## config.mk

```make
export PLATFORM = sky130hd
export DESIGN_NAME = wb_vector_writer_flat
export DESIGN_NICKNAME = d
export VERILOG_FILES = /design/src/rtl/wb_vector_writer_if.sv /design/src/rtl/wb_vector_writer.sv /design/src/flat_wrapper.sv
export SDC_FILE = /design/constraint.sdc
export NUM_CORES = 1
export LEC_CHECK = 0
export BUFFER_PORTS_ARGS = -buffer_cell sky130_fd_sc_hd__clkbuf_2
export CAP_MARGIN = 15
export CORE_MARGIN = 2
export CORE_UTILIZATION = 50
export DETAILED_ROUTE_END_ITERATION = 10
export GPL_TIMING_DRIVEN = 0
export PLACE_DENSITY = 0.95
export SLEW_MARGIN = 20
export SYNTH_ARGS = -nofsm -noshare
export SYNTH_HDL_FRONTEND = slang
export SYNTH_SLANG_ARGS = --single-unit
```

## constraint.sdc

```tcl
create_clock -name clk -period 3.3 [get_ports clk]
set_input_delay 0.495 -clock clk [delete_from_list [all_inputs] [get_ports clk]]
set_output_delay 0.495 -clock clk [all_outputs]
set_load 0.02 [all_outputs]
```

## src/rtl/wb_vector_writer_if.sv

```systemverilog
// Write-back bundle in, vector/scalar register file writes and bypass out.
interface wb_vector_writer_if #(
    parameter int ELEM_W = 8,
    parameter int LANES  = 4,
    parameter int ADDR_W = 3
);
    localparam int DATA_W = ELEM_W * LANES;
    localparam int LANE_W = (LANES > 1) ? $clog2(LANES) : 1;

    logic              sel_wb_in;
    logic              reg_wrv_in;
    logic              reg_wrs_in;
    logic [DATA_W-1:0] MEM_in;
    logic [DATA_W-1:0] DATA_in;
    logic [ADDR_W-1:0] dir_dest_in;
    logic [ELEM_W-1:0] data_wrs_in;
    logic              stall;
    logic              vrf_we;
    logic [ADDR_W-1:0] vrf_addr;
    logic [LANE_W-1:0] vrf_lane;
    logic [ELEM_W-1:0] vrf_wdata;
    logic              srf_we;
    logic [ELEM_W-1:0] srf_wdata;
    logic              byp_valid;
    logic [ADDR_W-1:0] byp_addr;
    logic [DATA_W-1:0] byp_data;

    modport slave (
        input  sel_wb_in, reg_wrv_in, reg_wrs_in, MEM_in, DATA_in, dir_dest_in, data_wrs_in,
        output stall, vrf_we, vrf_addr, vrf_lane, vrf_wdata, srf_we, srf_wdata,
               byp_valid, byp_addr, byp_data
    );

    modport master (
        output sel_wb_in, reg_wrv_in, reg_wrs_in, MEM_in, DATA_in, dir_dest_in, data_wrs_in,
        input  stall, vrf_we, vrf_addr, vrf_lane, vrf_wdata, srf_we, srf_wdata,
               byp_valid, byp_addr, byp_data
    );
endinterface

```

## src/rtl/wb_vector_writer.sv

```systemverilog
// Write-back stage: serialises a vector result one element per cycle into the VRF and
// issues scalar writes. Optional full-vector bypass port enabled by WB_BYPASS_EN.
module wb_vector_writer #(
    parameter int ELEM_W = 8,
    parameter int LANES  = 4,
    parameter int ADDR_W = 3
) (
    input logic               clk,
    input logic               rst,
    wb_vector_writer_if.slave bus
);
    localparam int LANE_W = (LANES > 1) ? $clog2(LANES) : 1;
    localparam logic [LANE_W-1:0] LAST = LANE_W'(LANES - 1);

    localparam logic [0:0] IDLE  = 1'b0;
    localparam logic [0:0] WRITE = 1'b1;

    logic [0:0]                    state;
    logic [LANE_W-1:0]             lane;
    logic [LANE_W-1:0]             lane_nx;
    logic [LANES-1:0][ELEM_W-1:0]  hold;
    logic [LANES-1:0][ELEM_W-1:0]  result;
    logic                          take;
    logic                          load;

    // Only the last-lane cycle of a write can accept the next bundle.
    assign bus.stall = (state == WRITE) && (lane != LAST);
    assign take      = !bus.stall;
    assign load      = take && bus.reg_wrv_in;
    assign result    = bus.sel_wb_in ? bus.MEM_in : bus.DATA_in;
    assign lane_nx   = lane + LANE_W'(1);

    always_ff @(posedge clk) begin
        if (rst) begin
            state         <= IDLE;
            lane          <= '0;
            hold          <= '0;
            bus.vrf_we    <= 1'b0;
            bus.vrf_addr  <= '0;
            bus.vrf_lane  <= '0;
            bus.vrf_wdata <= '0;
            bus.srf_we    <= 1'b0;
            bus.srf_wdata <= '0;
        end else begin
            bus.srf_we <= take && bus.reg_wrs_in;
            if (take && bus.reg_wrs_in)
                bus.srf_wdata <= bus.data_wrs_in;

            // Element 0 goes out straight from the incoming result; hold feeds the rest.
            if (load) begin
                state         <= WRITE;
                lane          <= '0;
                hold          <= result;
                bus.vrf_we    <= 1'b1;
                bus.vrf_addr  <= bus.dir_dest_in;
                bus.vrf_lane  <= '0;
                bus.vrf_wdata <= result[0];
            end else if (bus.stall) begin
                lane          <= lane_nx;
                bus.vrf_lane  <= lane_nx;
                bus.vrf_wdata <= hold[lane_nx];
            end else begin
                state      <= IDLE;
                bus.vrf_we <= 1'b0;
            end
        end
    end

`ifdef WB_BYPASS_EN
    always_ff @(posedge clk) begin
        if (rst) begin
            bus.byp_valid <= 1'b0;
            bus.byp_addr  <= '0;
            bus.byp_data  <= '0;
        end else if (load) begin
            bus.byp_valid <= 1'b1;
            bus.byp_addr  <= bus.dir_dest_in;
            bus.byp_data  <= result;
        end else if (take) begin
            bus.byp_valid <= 1'b0;
        end
    end
`else
    assign bus.byp_valid = 1'b0;
    assign bus.byp_addr  = '0;
    assign bus.byp_data  = '0;
`endif

endmodule
```

## src/flat_wrapper.sv

```systemverilog
// flat-port wrapper written by rule: the top's interface ports become plain ports
module wb_vector_writer_flat 
#(
    parameter int ELEM_W = 8,
    parameter int LANES  = 4,
    parameter int ADDR_W = 3
)
  (clk, rst, bus_sel_wb_in, bus_reg_wrv_in, bus_reg_wrs_in, bus_MEM_in, bus_DATA_in, bus_dir_dest_in, bus_data_wrs_in, bus_stall, bus_vrf_we, bus_vrf_addr, bus_vrf_lane, bus_vrf_wdata, bus_srf_we, bus_srf_wdata, bus_byp_valid, bus_byp_addr, bus_byp_data);
  wb_vector_writer_if #(.ELEM_W(ELEM_W), .LANES(LANES), .ADDR_W(ADDR_W)) bus_i ();
  input logic clk;
  input logic rst;
  input wire logic [$bits(bus_i.sel_wb_in)-1:0] bus_sel_wb_in;
  input wire logic [$bits(bus_i.reg_wrv_in)-1:0] bus_reg_wrv_in;
  input wire logic [$bits(bus_i.reg_wrs_in)-1:0] bus_reg_wrs_in;
  input wire logic [$bits(bus_i.MEM_in)-1:0] bus_MEM_in;
  input wire logic [$bits(bus_i.DATA_in)-1:0] bus_DATA_in;
  input wire logic [$bits(bus_i.dir_dest_in)-1:0] bus_dir_dest_in;
  input wire logic [$bits(bus_i.data_wrs_in)-1:0] bus_data_wrs_in;
  output wire logic [$bits(bus_i.stall)-1:0] bus_stall;
  output wire logic [$bits(bus_i.vrf_we)-1:0] bus_vrf_we;
  output wire logic [$bits(bus_i.vrf_addr)-1:0] bus_vrf_addr;
  output wire logic [$bits(bus_i.vrf_lane)-1:0] bus_vrf_lane;
  output wire logic [$bits(bus_i.vrf_wdata)-1:0] bus_vrf_wdata;
  output wire logic [$bits(bus_i.srf_we)-1:0] bus_srf_we;
  output wire logic [$bits(bus_i.srf_wdata)-1:0] bus_srf_wdata;
  output wire logic [$bits(bus_i.byp_valid)-1:0] bus_byp_valid;
  output wire logic [$bits(bus_i.byp_addr)-1:0] bus_byp_addr;
  output wire logic [$bits(bus_i.byp_data)-1:0] bus_byp_data;
  assign bus_i.sel_wb_in = bus_sel_wb_in;
  assign bus_i.reg_wrv_in = bus_reg_wrv_in;
  assign bus_i.reg_wrs_in = bus_reg_wrs_in;
  assign bus_i.MEM_in = bus_MEM_in;
  assign bus_i.DATA_in = bus_DATA_in;
  assign bus_i.dir_dest_in = bus_dir_dest_in;
  assign bus_i.data_wrs_in = bus_data_wrs_in;
  assign bus_stall = bus_i.stall;
  assign bus_vrf_we = bus_i.vrf_we;
  assign bus_vrf_addr = bus_i.vrf_addr;
  assign bus_vrf_lane = bus_i.vrf_lane;
  assign bus_vrf_wdata = bus_i.vrf_wdata;
  assign bus_srf_we = bus_i.srf_we;
  assign bus_srf_wdata = bus_i.srf_wdata;
  assign bus_byp_valid = bus_i.byp_valid;
  assign bus_byp_addr = bus_i.byp_addr;
  assign bus_byp_data = bus_i.byp_data;
  wb_vector_writer #(.ELEM_W(ELEM_W), .LANES(LANES), .ADDR_W(ADDR_W)) u_core (.clk(clk), .rst(rst), .bus(bus_i));
endmodule
```

==> parameters.txt <==
Parameter                              Value

Setup path
  Critical path buffers and inverters    3
  Critical path data arrival time    1.69 ns
  R2R setup slack    between 1.5 and 2 ns
  FF-to-FF End    u_core.hold[10]
  Cell type group with the largest total delay on the critical path    buffers and inverters
  Critical R2R Launch    u_core.bus.vrf_lane[0]
  Type of the setup path with the least slack    reg -> out
  Worst Setup End Kind    primary output
  Maximum fanout along the worst path    10
  Cell depth of the worst flop-to-flop path    6
  Series of cell instances along the critical path    ha_1, nand2b_1, inv_1, buf_2, clkbuf_2
  Startpoint Class    register
  Slowest library cell on the worst path    dfxtp_1
  Required time at the worst-slack endpoint    roughly 2.8 ns
  Crit-path max cell delay    0.37 ns

Synth
  Number of synthesized register bits    55
  Post-Synthesis Cell Area    0.00289 sq mm
  Sequential share of the synthesized area    0.382
  Post-synth top area share    0.382
  Mapped Cells    310
  Top cell type by total area after synthesis    dfxtp_1
  Share of the synthesized area in compound gates (AO/OA/AOI/OAI)    0.230
  Distinct cell type count of the synthesized netlist    29
  Post-synthesis mux area share    0.169
  Average instance area after synthesis    slightly above 9 sq um
  Area share of fa/ha/maj cells after synthesis    0.00434
  Synth warn    0
  Combinational family with the most area after synthesis    compound AO/OA/AOI/OAI gates
  Post-Synth XOR/XNOR Area    0
  Post-Synth Simple-Gate Area    0.0542
  Dominant cells by area after synthesis    dfxtp_1 38%, mux2i_1 15%, buf_4 10%

STA
  Timing-limited maximum frequency    roughly 460 MHz
  Final total negative setup slack    0 ns
  Period minus WS final    about 2.2 ns
  Count of pins over their slew limit    0
  Part of the cycle the worst path needs    0.663
  Slew HR    0.613
  Total setup violations reported at the end of the flow    0
  Worst hold slack    0.390 ns
  Clock skew    between 0.01 and 0.015 ns
  Worst path setup slack after routing    around 1.1 ns
  Measured slew at the worst slew-check pin    slightly below 0.6 ns
  Number of hold-slack violations in the final timing report    0
  RSZ-0062 raised after global routing    false

Clock tree
  Post-CTS Hold Buffers    0
  Master cell of the clock root buffer    clkbuf_8
  TritonCTS clock tree    done
  H-tree level count    2
  Maximum clock path buffer count    2
  TritonCTS Buffers    5
  Post-CTS Setup Repair Bufs    0
  Clock net sink count    between 50 and 60
  Skew-Pair Late Insertion Delay    0.32 ns
  Resize count post-CTS    0
  Clock slew seen by the registers of the worst setup and hold paths    approximately 0.11 ns

Pwr
  Worst ir drop on vdd    just over 0.0002 V
  Areal power density over the cells    431 mW/mm^2
  LEAKAGE    approximately 1.8 nW

Min path
  Worst min-delay path category    in -> reg
  Worst hold path cell count    3
  Critical hold path startpoint    bus_dir_dest_in[2]
  Hold path endpoint    u_core.bus.vrf_addr[2]

GRT
  Congestion Overflow GR    0
  Wire length of the first global-routing pass    11200 um
  Initial antenna violation count    0
  Largest net degree at the start of global routing    19
  Global routing usage summed across all routing layers    0.224
  Via count of the first global-routing pass    2304

Detailed routing
  Iteration count of the initial detailed-routing pass    4
  Total routed wirelength    7320 um
  Routed met2 length    3460 um
  Post-detailed-route DRC marker count    0
  Initial detailed-routing violation count    ~160
  Routed length per instance    ~14 um
  Remaining antenna violation count    0
  Wire length the detailed router placed on met1    3080 um
  Met3 Wirelength    roughly 670 um
  Mean number of vias per cell    between 5 and 6
  Total via count after detailed routing    2719
  Highest signal layer in the routed design    met4

Cells and area
  Combined flip-flop and latch cell area    0.00110 sq mm
  Proportion of layout cells with a drive suffix above 1    0.382
  Final #Nets    533
  Most common cell after layout, fill and taps aside    clkbuf_2
  Multi-input combinational cell area    roughly 0.0015 sq mm
  Growth of design area from synthesis to finish    29.1%
  Most used cells in the layout excluding fill and tap cells    100 x clkbuf_2, 55 x dfxtp_1, 47 x a21oi_1
  Antenna diode instance count    0
  Fillcell total    460

Placement
  RePlAce Congestion    slightly above 0.9
  Worst Setup Slack post-DPL    1.52 ns
  DPL Wire Length    around 5600 um
  Port bufs    100

Floorplan
  Number of standard-cell rows in the floorplan    27
  Std-Cell Core Area    between 0.005 and 0.006 sq mm
  Number of ports placed on the die boundary    140
  Width of the die    ~80 um
  Area of the die    approximately 0.0064 sq mm
  Vertical die dimension    between 70 and 80 um
  Initial cell density of the core    0.521

Run
  Max Cap Viol    0

Run status
  Status    complete, no violations
report_power, final:
group          leakage [nW]  total, mW  switching, mW  internal, mW
Combinational          1.31      0.396          0.220         0.176
Sequential            0.455      0.748         0.0317         0.716
Clock                0.0587      0.460          0.230         0.230
worst reg2reg max path, cell delays in order, from the launching register on:
cell      delay, ns
dfxtp_1        0.42
ha_1           0.22
nand2b_1       0.14
inv_1          0.10
nor2_1         0.29
buf_2          0.30
a211oi_1       0.12
sequential cells by signal, indices dropped and copies added, names as in the netlist:
| name | flops |
|---|---|
| u_core.bus.vrf_we | 1 |
| u_core.bus.srf_wdata | 8 |
| u_core.hold | 32 |
| u_core.bus.vrf_lane | 2 |
| u_core.bus.vrf_wdata | 8 |
| u_core.bus.vrf_addr | 3 |
| u_core.bus.srf_we | 1 |
kinds of logic after synthesis:
kind of cell	after synthesis
adders and majority gates	1
DFF	55
muxes	48
other	1
and+or+nand+nor	30
buffers and inverters	68
AOI/OAI and AO/OA	107
per-stage QoR:
stage	cells	util	cell area, sq um	power, mW
2_1_floorplan	345	-	3020	1.03
3_3_place_gp	517	0.651	3610	1.14
3_5_place_dp	517	0.651	3610	1.15
4_1_cts	525	0.672	3720	1.60
5_1_grt	525	0.672	3720	1.67
6_report	525	0.672	3720	1.60
cell usage after synthesis:
master and number:
or3b_1 1, mux2_2 6, nor3b_1 3, inv_1 3, nand3b_1 1, o22ai_1 3, nand2_1 1, clkbuf_1 6
a21oi_1 47, conb_1 1, buf_2 15, dfxtp_1 55, buf_1 1, a21oi_2 1, buf_12 1, ha_1 1
o21a_1 3, a211oi_1 29, mux2i_1 42, nor2_1 6, nand3_1 13, o22a_1 5, nor3_1 4, nand2b_1 1
o21ai_0 11, buf_6 3, a31oi_1 3, a211o_1 5, buf_4 39
worst max path at each step:
stage	slack, ns	endpoint	cells after the start	from
global route	1.0	bus_stall	5	u_core.bus.vrf_lane[0]
global placement	1.57	bus_stall	5	u_core.bus.vrf_lane[0]
finish	1.11	bus_stall	5	u_core.bus.vrf_lane[0]
floorplan	1.71	bus_stall	4	u_core.bus.vrf_lane[0]
detailed placement	1.52	bus_stall	5	u_core.bus.vrf_lane[0]
CTS	1.13	bus_stall	5	u_core.bus.vrf_lane[0]
area by class of cell:
cell class,count,share of cell area
well taps,72,0.0242
clock inverters,3,0.0128
repair buffers,100,0.134
inverters,3,0.00302
plain buffers,65,0.120
clock buffers,5,0.0185
multi-input cells,222,0.391
flip-flops and latches,55,0.296
layer usage:
layer / track usage / vias up
li1: - / 1349
met1: 0.285 / 1229
met2: 0.379 / 130
met3: 0.0509 / 11
met4: 0.0576 / 0
met5: 0 / -
Note: power is estimated with default switching activity, not from simulation.
